===== src/rtl/pc_scheduler_pkg.sv =====
// pc_scheduler_pkg: scheduler state type and default sizing shared by the pc_scheduler files
package pc_scheduler_pkg;
  typedef enum logic [1:0] {S_IDLE, S_RUN, S_ADVANCE, S_DONE} state_e;
  localparam int DEFAULT_PC_WIDTH = 8;
  localparam int DEFAULT_FIFO_DEPTH_LOG2 = 4;
endpackage


===== src/rtl/pc_scheduler_if.sv =====
// pc_scheduler_if: PC channels between basic_block (master) and pc_scheduler (slave)
// in_pc_*: produced PCs into the scheduler; out_pc_*: PCs offered to basic_block input_pc
interface pc_scheduler_if import pc_scheduler_pkg::*; #(
  parameter int PC_WIDTH = DEFAULT_PC_WIDTH
);
  logic                in_pc_valid;
  logic [PC_WIDTH-1:0] in_pc;
  logic                in_pc_is_directed_to_current;
  logic                in_pc_ready;
  logic                out_pc_valid;
  logic [PC_WIDTH-1:0] out_pc;
  logic                out_pc_ready;
  modport master (
    output in_pc_valid, in_pc, in_pc_is_directed_to_current, out_pc_ready,
    input  in_pc_ready, out_pc_valid, out_pc
  );
  modport slave (
    input  in_pc_valid, in_pc, in_pc_is_directed_to_current, out_pc_ready,
    output in_pc_ready, out_pc_valid, out_pc
  );
endinterface


===== src/rtl/pc_scheduler_fifo.sv =====
// pc_fifo: registered PC queue with push/pop/clear; clear and push together restart it holding one entry
// ports: clk, reset (sync, active-low), clear, push, pop, din -> head, full, empty
module pc_fifo import pc_scheduler_pkg::*; #(
  parameter int PC_WIDTH = DEFAULT_PC_WIDTH,
  parameter int FIFO_DEPTH_LOG2 = DEFAULT_FIFO_DEPTH_LOG2
) (
  input  logic                clk,
  input  logic                reset,
  input  logic                clear,
  input  logic                push,
  input  logic                pop,
  input  logic [PC_WIDTH-1:0] din,
  output logic [PC_WIDTH-1:0] head,
  output logic                full,
  output logic                empty
);
  localparam int DEPTH = 1 << FIFO_DEPTH_LOG2;
  logic [PC_WIDTH-1:0] mem_q [DEPTH];
  logic [FIFO_DEPTH_LOG2:0] rd_q, rd_d, wr_q, wr_d, wr_base;
  // extra pointer MSB separates full from empty when the low bits match
  assign empty = rd_q == wr_q;
  assign full = (rd_q[FIFO_DEPTH_LOG2] != wr_q[FIFO_DEPTH_LOG2]) &&
                (rd_q[FIFO_DEPTH_LOG2-1:0] == wr_q[FIFO_DEPTH_LOG2-1:0]);
  assign head = mem_q[rd_q[FIFO_DEPTH_LOG2-1:0]];
  always_comb begin
    wr_base = clear ? '0 : wr_q;
    wr_d = wr_base + {{FIFO_DEPTH_LOG2{1'b0}}, push};
    rd_d = clear ? '0 : rd_q + {{FIFO_DEPTH_LOG2{1'b0}}, pop};
  end
  always_ff @(posedge clk) begin
    if (!reset) begin
      rd_q <= '0;
      wr_q <= '0;
    end else begin
      rd_q <= rd_d;
      wr_q <= wr_d;
    end
    if (push) mem_q[wr_base[FIFO_DEPTH_LOG2-1:0]] <= din;
  end
endmodule


===== src/rtl/pc_scheduler.sv =====
// pc_scheduler: ping-pong current/next PC queues around basic_block, character advance and match result
// ports: clk, reset (sync, active-low), start, cur_char_is_terminator, advance_valid/advance_ready,
//        bb_idle, bb_accepts, bus (in_pc/out_pc channels, slave side), busy, done, accepted
module pc_scheduler import pc_scheduler_pkg::*; #(
  parameter int PC_WIDTH = DEFAULT_PC_WIDTH,
  parameter int FIFO_DEPTH_LOG2 = DEFAULT_FIFO_DEPTH_LOG2
) (
  input  logic        clk,
  input  logic        reset,
  input  logic        start,
  input  logic        cur_char_is_terminator,
  output logic        advance_valid,
  input  logic        advance_ready,
  input  logic        bb_idle,
  input  logic        bb_accepts,
  pc_scheduler_if.slave bus,
  output logic        busy,
  output logic        done,
  output logic        accepted
);
  state_e state_q, state_d;
  logic cur_sel_q, cur_sel_d, accepted_q, accepted_d;
  logic [1:0] f_push, f_pop, f_clr, f_full, f_empty;
  logic [PC_WIDTH-1:0] f_din;
  logic [PC_WIDTH-1:0] f_head [2];
  logic run, cur_empty, nxt_empty, push, pop, exhausted, launch, dir;
  assign run = state_q == S_RUN;
  assign dir = bus.in_pc_is_directed_to_current;
  assign cur_empty = f_empty[cur_sel_q];
  assign nxt_empty = f_empty[~cur_sel_q];
  // readiness looks only at the target queue's registered full flag, never at out_pc_ready
  assign bus.in_pc_ready = run && !(dir ? f_full[cur_sel_q] : f_full[~cur_sel_q]);
  assign bus.out_pc_valid = run && !cur_empty;
  assign bus.out_pc = bus.out_pc_valid ? f_head[cur_sel_q] : '0;
  assign push = bus.in_pc_valid && bus.in_pc_ready && !bb_accepts;
  assign pop = bus.out_pc_valid && bus.out_pc_ready;
  assign exhausted = run && cur_empty && bb_idle && !bus.in_pc_valid && !push && !bb_accepts;
  assign launch = start && (state_q == S_IDLE || state_q == S_DONE);
  assign f_din = launch ? '0 : bus.in_pc;
  assign advance_valid = state_q == S_ADVANCE;
  assign busy = run || advance_valid;
  assign done = state_q == S_DONE;
  assign accepted = accepted_q;
  always_comb begin
    state_d = state_q;
    cur_sel_d = cur_sel_q;
    accepted_d = accepted_q;
    f_push = '0;
    f_pop = '0;
    f_clr = '0;
    f_push[cur_sel_q] = launch || (push && dir);
    f_push[~cur_sel_q] = push && !dir;
    f_pop[cur_sel_q] = pop;
    if (launch) begin
      f_clr = 2'b11;
      state_d = S_RUN;
      accepted_d = 1'b0;
    end else if (run && bb_accepts) begin
      f_clr = 2'b11;
      state_d = S_DONE;
      accepted_d = 1'b1;
    end else if (exhausted) begin
      state_d = (nxt_empty || cur_char_is_terminator) ? S_DONE : S_ADVANCE;
      f_clr[~cur_sel_q] = cur_char_is_terminator;
    end else if (advance_valid && advance_ready) begin
      cur_sel_d = ~cur_sel_q;
      state_d = S_RUN;
    end
  end
  always_ff @(posedge clk) begin
    if (!reset) begin
      state_q <= S_IDLE;
      cur_sel_q <= 1'b0;
      accepted_q <= 1'b0;
    end else begin
      state_q <= state_d;
      cur_sel_q <= cur_sel_d;
      accepted_q <= accepted_d;
    end
  end
  for (genvar i = 0; i < 2; i++) begin : g_q
    pc_fifo #(.PC_WIDTH(PC_WIDTH), .FIFO_DEPTH_LOG2(FIFO_DEPTH_LOG2)) u_fifo (
      .clk(clk),
      .reset(reset),
      .clear(f_clr[i]),
      .push(f_push[i]),
      .pop(f_pop[i]),
      .din(f_din),
      .head(f_head[i]),
      .full(f_full[i]),
      .empty(f_empty[i])
    );
  end
endmodule

===== src/flat_wrapper.sv =====
// flat-port wrapper written by rule: the top's interface ports become plain ports
module pc_scheduler_flat import pc_scheduler_pkg::*;
#(
  parameter int PC_WIDTH = DEFAULT_PC_WIDTH,
  parameter int FIFO_DEPTH_LOG2 = DEFAULT_FIFO_DEPTH_LOG2
)
  (clk, reset, start, cur_char_is_terminator, advance_valid, advance_ready, bb_idle, bb_accepts, busy, done, accepted, bus_in_pc_valid, bus_in_pc, bus_in_pc_is_directed_to_current, bus_out_pc_ready, bus_in_pc_ready, bus_out_pc_valid, bus_out_pc);
  pc_scheduler_if #(.PC_WIDTH(PC_WIDTH)) bus_i ();
  input  logic clk;
  input  logic reset;
  input  logic start;
  input  logic cur_char_is_terminator;
  output logic advance_valid;
  input  logic advance_ready;
  input  logic bb_idle;
  input  logic bb_accepts;
  output logic busy;
  output logic done;
  output logic accepted;
  input wire logic [$bits(bus_i.in_pc_valid)-1:0] bus_in_pc_valid;
  input wire logic [$bits(bus_i.in_pc)-1:0] bus_in_pc;
  input wire logic [$bits(bus_i.in_pc_is_directed_to_current)-1:0] bus_in_pc_is_directed_to_current;
  input wire logic [$bits(bus_i.out_pc_ready)-1:0] bus_out_pc_ready;
  output wire logic [$bits(bus_i.in_pc_ready)-1:0] bus_in_pc_ready;
  output wire logic [$bits(bus_i.out_pc_valid)-1:0] bus_out_pc_valid;
  output wire logic [$bits(bus_i.out_pc)-1:0] bus_out_pc;
  assign bus_i.in_pc_valid = bus_in_pc_valid;
  assign bus_i.in_pc = bus_in_pc;
  assign bus_i.in_pc_is_directed_to_current = bus_in_pc_is_directed_to_current;
  assign bus_i.out_pc_ready = bus_out_pc_ready;
  assign bus_in_pc_ready = bus_i.in_pc_ready;
  assign bus_out_pc_valid = bus_i.out_pc_valid;
  assign bus_out_pc = bus_i.out_pc;
  pc_scheduler #(.PC_WIDTH(PC_WIDTH), .FIFO_DEPTH_LOG2(FIFO_DEPTH_LOG2)) u_core (.clk(clk), .reset(reset), .start(start), .cur_char_is_terminator(cur_char_is_terminator), .advance_valid(advance_valid), .advance_ready(advance_ready), .bb_idle(bb_idle), .bb_accepts(bb_accepts), .bus(bus_i), .busy(busy), .done(done), .accepted(accepted));
endmodule

===== config.mk =====
export PLATFORM = sky130hd
export DESIGN_NAME = pc_scheduler_flat
export DESIGN_NICKNAME = d
export VERILOG_FILES = /design/src/rtl/pc_scheduler_pkg.sv /design/src/rtl/pc_scheduler_if.sv /design/src/rtl/pc_scheduler_fifo.sv /design/src/rtl/pc_scheduler.sv /design/src/flat_wrapper.sv
export SDC_FILE = /design/constraint.sdc
export NUM_CORES = 1
export LEC_CHECK = 0
export BUFFER_PORTS_ARGS = -buffer_cell sky130_fd_sc_hd__buf_2
export CELL_PAD_IN_SITES_DETAIL_PLACEMENT = 0
export CELL_PAD_IN_SITES_GLOBAL_PLACEMENT = 1
export CORE_UTILIZATION = 54
export DETAILED_ROUTE_END_ITERATION = 7
export PLACE_DENSITY_LB_ADDON = 0.1
export SYNTH_ARGS = -nofsm -noshare
export SYNTH_HDL_FRONTEND = slang
export SYNTH_HIERARCHICAL = 1
export SYNTH_SLANG_ARGS = --single-unit

===== constraint.sdc =====
create_clock -name clk -period 3.9 [get_ports clk]
set_clock_uncertainty 0.1 [all_clocks]
set_input_delay 0.39 -clock clk [delete_from_list [all_inputs] [get_ports clk]]
set_output_delay 0.39 -clock clk [all_outputs]
set_load 0.01 [all_outputs]

# ---- Word-level counts from Yosys, hierarchy flattened
# Memories as Yosys holds them, arrays and structs flattened. A register that Yosys moved wholly into a read port is not among the register bits.
# Index checks and enable logic that the tools add are counted.
dict set report op_classes {
  n_addsub 4
  magnitude_cmp 5
  eq_ne 9
  muxes 35
  bitwise_logic 9
  reduce_logical 36
}
# op count
set ops {}
lappend ops {{2-to-1 mux 8 bit} 5}
lappend ops {{adder 5 x 1 -> 5 bit} 4}
lappend ops {{logical AND 1 bit} 19}
lappend ops {{2-to-1 mux 1 bit} 17}
lappend ops {{2-to-1 mux 2 bit} 6}
lappend ops {{== test 5 bit} 2}
lappend ops {{2-to-1 mux 5 bit} 2}
lappend ops {{== test 4 bit} 2}
lappend ops {{2-to-1 mux 4 bit} 2}
lappend ops {{AND 2 bit} 3}
lappend ops {{zero test 1 bit} 6}
lappend ops {{OR reduction 2 bit} 3}
lappend ops {{NOT 1 bit} 5}
lappend ops {{== test 2 bit, second input constant} 2}
lappend ops {{logical OR 1 bit} 4}
lappend ops {{less-than comparator 1 x 2 -> 1 bit, second input constant} 2}
lappend ops {{AND reduction 4 bit} 1}
lappend ops {{nonzero test 4 bit} 1}
lappend ops {{nonzero test 3 bit} 1}
lappend ops {{bitwise mux 2 bit} 1}
lappend ops {{demux 1 bit (select 1 bit)} 2}
lappend ops {{== test 2 x 1 -> 1 bit, second input constant} 1}
lappend ops {{greater-or-equal comparator 1 bit, second input constant} 2}
lappend ops {{greater-or-equal comparator 2 bit, second input constant} 1}
lappend ops {{3 further kinds} 4}
dict set report totals {
  reg_bits 24
  ramBits 256
  inputBits 18
  memories 2
}
# memory words word_bits read_ports rd_ports_with_merged_regs wr line
set mem_list {}
lappend mem_list {{u_core.g_q[0].u_fifo.mem_q} 16 8 1 1 1 pc_scheduler_fifo.sv:18} ;# logic [PC_WIDTH-1:0] mem_q [DEPTH];
lappend mem_list {{u_core.g_q[1].u_fifo.mem_q} 16 8 1 1 1 pc_scheduler_fifo.sv:18}

# ---- Logic depth before layout (Yosys ltp)
dict set report logic_depth {
  word_depth 17
  depth_mapped 14
}

# ---- By module
# Netlist, hierarchy kept.
# mod instances cells_each area_per_inst_um2
set by_module_without_submodules {}
lappend by_module_without_submodules {pc_fifo 2 295 5532.8}
lappend by_module_without_submodules {pc_scheduler 1 79 613.1}

# ---- Least setup slack after synthesis
# OpenSTA, ideal clock, no wires.
dict set report synth_path {
  path_kind {register to register}
  from {reg u_core.g_q[0].u_fifo.rd_q[1]}
  to {mem u_core/g_q[0].u_fifo/mem_q[9][0] in the netlist's numbering, enable pin}
  setup_ns 0.383
  arrival_ns 2.316
  required_time_ns 3.417
  slack_ns 1.100
  stages_incl_launch_ff 11
  n_path_buf 2
  cell_sequence {dfxtp_1 > buf_2 > buf_2 > xnor2_1 > nand4_1 > nor2_1 > o31ai_1 > o21a_1 > nor2b_1 > nand3_1 > nor3_1}
}
dict set report synth_between {
  elab_cells_between_ends 31
  classes_between {eq/ne: 2; mux: 14; bitwise: 1; reduce/logical: 14}
}
# item line
set synth_lines {}
lappend synth_lines {{start: declaration} pc_scheduler_fifo.sv:19} ;# logic [FIFO_DEPTH_LOG2:0] rd_q, rd_d, wr_q, wr_d, wr_base;
lappend synth_lines {{start signal: assignment} pc_scheduler_fifo.sv:35} ;# rd_q <= rd_d;
lappend synth_lines {{== test 4 bit *} pc_scheduler_fifo.sv:23} ;# (rd_q[FIFO_DEPTH_LOG2-1:0] == wr_q[FIFO_DEPTH_LOG2-1:0]);
lappend synth_lines {{logical AND 1 bit *} pc_scheduler_fifo.sv:22} ;# assign full = (rd_q[FIFO_DEPTH_LOG2] != wr_q[FIFO_DEPTH_LOG2]) &&
lappend synth_lines {{named net u_core.f_full[0]} pc_scheduler.sv:23} ;# logic [1:0] f_push, f_pop, f_clr, f_full, f_empty;
lappend synth_lines {{2-to-1 mux 1 bit (not written as such) (2 in series)} pc_scheduler.sv:32} ;# assign bus.in_pc_ready = run && !(dir ? f_full[cur_sel_q] : f_full[~cur_sel_q]);
lappend synth_lines {{2-to-1 mux 1 bit *} pc_scheduler.sv:32}
lappend synth_lines {{zero test 1 bit *} pc_scheduler.sv:32}
lappend synth_lines {{logical AND 1 bit *} pc_scheduler.sv:32}
lappend synth_lines {{logical AND 1 bit * (2 in series)} pc_scheduler.sv:35} ;# assign push = bus.in_pc_valid && bus.in_pc_ready && !bb_accepts;
lappend synth_lines {{logical AND 1 bit} pc_scheduler.sv:51} ;# f_push[cur_sel_q] = launch || (push && dir);
lappend synth_lines {{logical OR 1 bit} pc_scheduler.sv:51}
lappend synth_lines {{AND 2 bit (no source line)} n/a}
lappend synth_lines {{bitwise mux 2 bit *} pc_scheduler.sv:52} ;# f_push[~cur_sel_q] = push && !dir;
lappend synth_lines {{named net u_core.f_push[0]} pc_scheduler.sv:23}
lappend synth_lines {{2-to-1 mux 1 bit *} pc_scheduler_fifo.sv:38} ;# if (push) mem_q[wr_base[FIFO_DEPTH_LOG2-1:0]] <= din;
lappend synth_lines {{2-to-1 mux 1 bit (not written as such) *} pc_scheduler_fifo.sv:38}
lappend synth_lines {{end: declaration} pc_scheduler_fifo.sv:18}
# The timed path passes the listed nets; every way through them passes the cells marked *. The select of a mux whose other input is x is not followed.

# ---- Worst setup path in the final report
dict set report layout_path {
  from {reg u_core.g_q[0].u_fifo.rd_q[0]}
  to {out bus_out_pc[7]}
}
dict set report layout_between {
  elab_chain_len 6
}
# item line
set layout_lines {}
lappend layout_lines {{== test 5 bit} pc_scheduler_fifo.sv:21} ;# assign empty = rd_q == wr_q;
lappend layout_lines {{2-to-1 mux 1 bit (not written as such) (2 in series)} pc_scheduler.sv:29} ;# assign cur_empty = f_empty[cur_sel_q];
lappend layout_lines {{zero test 1 bit} pc_scheduler.sv:33} ;# assign bus.out_pc_valid = run && !cur_empty;
lappend layout_lines {{logical AND 1 bit} pc_scheduler.sv:33}
lappend layout_lines {{2-to-1 mux 8 bit} pc_scheduler.sv:34} ;# assign bus.out_pc = bus.out_pc_valid ? f_head[cur_sel_q] : '0;
lappend layout_lines {{end: declaration} flat_wrapper.sv:26} ;# output wire logic [$bits(bus_i.out_pc)-1:0] bus_out_pc;
# Every way passes these cells. The select of a mux whose other input is x is not followed.

==> results.md <==
* Hold buffer count at cts at 0
* Slew headroom at 0.380
* Post-layout power at roughly 6600 uW
* Final setup viols at 0
* VDD IR max at 0.446 mV
* CP Buf/Inv Count at 2
* Clock buffer depth at 3
* Startpoint types: flip-flop
* Crit path DAT at 3.08 ns
* Boundary pin count at 32
* Worst hold path class: primary input to flip-flop
* Per-cell routed wire length at between 20 and 30 um
* Lkg Pwr at 0.00415 uW
* Final-report hold violation count at 0
* CTS tree: yes
* WHS Path Cells at 2
* Seq/Total Area, Yosys at 0.699
* Num CTS Buffers at 28
* Worst Hold End: u_core/state_q[0]
* Top post-synthesis cells by area: edfxtp_1 66%, mux4_2 5.8%, mux2i_1 5.1%
* Fillers at 1532
* DR DRC count at 0
* #FFs+latches synth at 280
* Root buffer cell: clkbuf_16
* Hold Startpoint: cur_char_is_terminator
* Post-Route Setup TNS at 0 ns
* Synth Cell Area at 0.0117 mm^2
* Setup WS pre-CTS at a little under 0.9 ns
* Post-Syn Nets at 696
* Top cell type's share of synthesized area at 0.658
* Setup ws final at 0.334 ns
* Number of global-route vias before repair at 6157
* Power Density at between 500 and 600 mW/mm^2
* CP Capture Type: primary output
* Worst r2r src: u_core/state_q[0]
* Row Count at 53
* Post-synth EDFFs at 256
* CP Data Required Time at 3.41 ns
* Synth cell types at 45
* Asr flop ratio synth at 0
* R2R Setup Slk at between 0.7 and 0.8 ns
* Grt met3 use at 0.0505
* Worst hold slack at around 0.065 ns
* CP max-delay cell: a22oi_1
* Worst Max-Slew Pin Slew at 0.929 ns
* WL final at 25500 um
* RR Endpoint: u_core/g_q[1].u_fifo/mem_q[6][2]
* Num Clock Sinks at 280
* Commonest register cell after synthesis: edfxtp_1
* Initial antenna violation count at 0
* Final ANT Viol Nets at 0
* GR Util met2 at 0.357
* CP Class: flip-flop to primary output
* Clk pin slew, worst setup/hold paths at approximately 0.07 ns
* Top-count cell post-synth: edfxtp_1
* Final worst path period share at 0.914
* Die ar. at 0.0222 mm^2
* Unrepaired setup endpoints after global routing: false
* Slowest stage delay, CP at ~0.53 ns
* Crit-path cells: buf_4, nor2b_1, a22oi_1, a32oi_1, o21ai_1, mux2i_1, nor2_1, buf_2
* Final cell count without fillers at 1013
* Via count at 6209
* Starting DRT DRC Count at 609
* Total global-route track usage at 0.237
* Post-CTS sizing at 0
* M1 GR Usage at 0.353
* Setup bufs post-CTS at 0
* Cell family with most CP delay: compound AO/OA/AOI/OAI gates
* Final #Nets at 744
* R2r worst-path depth at 7
* Critical path peak fanout at 27
* First-pass GRT wire length at 38000 um
* Busiest layer in global routing: met2
* Port Buffer Count at 31
* Post-synth top cells: 256 x edfxtp_1, 60 x mux2i_1, 56 x nor2_1
* Core area at 0.0211 mm^2
* Maximum clock rate at about 280 MHz
* Max-Cap Viols at 0
* Die height at 149 um
* DR vias/cell at 6.13
* Cells after DPL at 962
* Synth area leader: edfxtp_1
* Clk_lat worst skew at 0.54 ns
* Syn-to-layout area delta at 12.3%
* Mapped Avg Cell Area at 17.5 um^2
* Slew Limit Fails at 0
* Minimum clock period at 3.57 ns
* Cell count after synthesis at 669
* Largest net degree at the start of global routing at 43
* Post-DP HPWL at 15800 um
* Yosys warning total at 6
* # diodes at 0
* Status: completed
* Grt ovf at 0
* Gpl congestion at about 0.8
* DIE WIDTH at 149 um
* Initial core utilization at 0.554
* Layout cells sized above 1 at 0.192
* H-tree depth at 1
* Drt pass-1 iters at 5
per-stage QoR:
stage	utilization	cell area [um^2]
after floorplan	-	11700
after global placement	0.575	12100
after detailed placement	0.575	12100
after CTS	0.622	13100
after global routing	0.622	13100
final	0.622	13100
sequential cells by signal, indices dropped and copies added (netlist names):
register                 cells
u_core/accepted              1
u_core/cur_sel_q             1
u_core/g_q.u_fifo/mem_q    256
u_core/g_q.u_fifo/rd_q      10
u_core/g_q.u_fifo/wr_q      10
u_core/state_q               2
cells in the final DEF, fill, tap and decap left out, types with 16 or more instances in the layout:
cell / synthesis / routed
edfxtp_1: 256 / 256
mux2i_1: 60 / 60
nor2_1: 56 / 56
buf_2: 14 / 31
mux4_2: 30 / 30
clkbuf_16: 0 / 29
buf_4: 3 / 25
dfxtp_1: 24 / 22
mux4_1: 18 / 18
a22oi_1: 17 / 17
a32oi_1: 16 / 16
o21ai_1: 16 / 16
cell type report:
type	instances	area [um^2]	share of cell area
repair buffers	56	343	0.0261
inverters	10	37.5	0.00286
clock buffers	34	785	0.0598
well taps	275	344	0.0262
flip-flops and latches	280	8170	0.623
multi-input cells	341	3220	0.246
clock inverters	17	208	0.0158
per-layer routing:
metal	vias up	routed length [um]
li1	2747	-
met1	3192	11400
met2	233	11400
met3	37	2130
met4	0	563
met5	-	0
worst max path at each step:
| stage | startpoint | endpoint | slack (ns) | cells past startpoint |
|---|---|---|---|---|
| 4_1_cts | u_core/g_q[0].u_fifo/rd_q[0] | bus_out_pc[1] | 0.33 | 8 |
| 5_1_grt | u_core/g_q[0].u_fifo/rd_q[0] | bus_out_pc[1] | 0.08 | 8 |
| 3_5_place_dp | u_core/state_q[0] | u_core/g_q[0].u_fifo/mem_q[14][0] | 0.87 | 7 |
| 6_report | u_core/g_q[0].u_fifo/rd_q[0] | bus_out_pc[7] | 0.33 | 8 |
| 2_1_floorplan | u_core/g_q[0].u_fifo/rd_q[1] | u_core/g_q[0].u_fifo/mem_q[9][0] | 1.10 | 10 |
| 3_3_place_gp | u_core/g_q[0].u_fifo/rd_q[0] | bus_out_pc[1] | 0.96 | 8 |
cell families after synthesis:
family / Yosys count / synth area share
muxes: 109 / 0.151
AOI/OAI and AO/OA: 63 / 0.0388
DFF: 280 / 0.699
and+or+nand+nor: 135 / 0.0579
adders and majority gates: 9 / 0.00964
buffers and inverters: 48 / 0.0245
xor gates and xnor gates: 25 / 0.0187
worst register-to-register path: stages (launching register included):
cell     delay [ns]
dfxtp_1        0.36
inv_1          0.08
ha_1           0.35
a22oi_1        0.31
o21ai_0        0.29
nor2b_1        0.35
nand2_1        0.22
nor2_1         0.66
power breakdown:
group	switching, uW	total (uW)	leakage, uW	internal [uW]
sequential	17.2	3370	0.00252	3360
clock	1130	2830	0.000486	1700
combinational	247	361	0.00114	114
total	1400	6570	0.00415	5170
(Power assumes the default switching activity.)
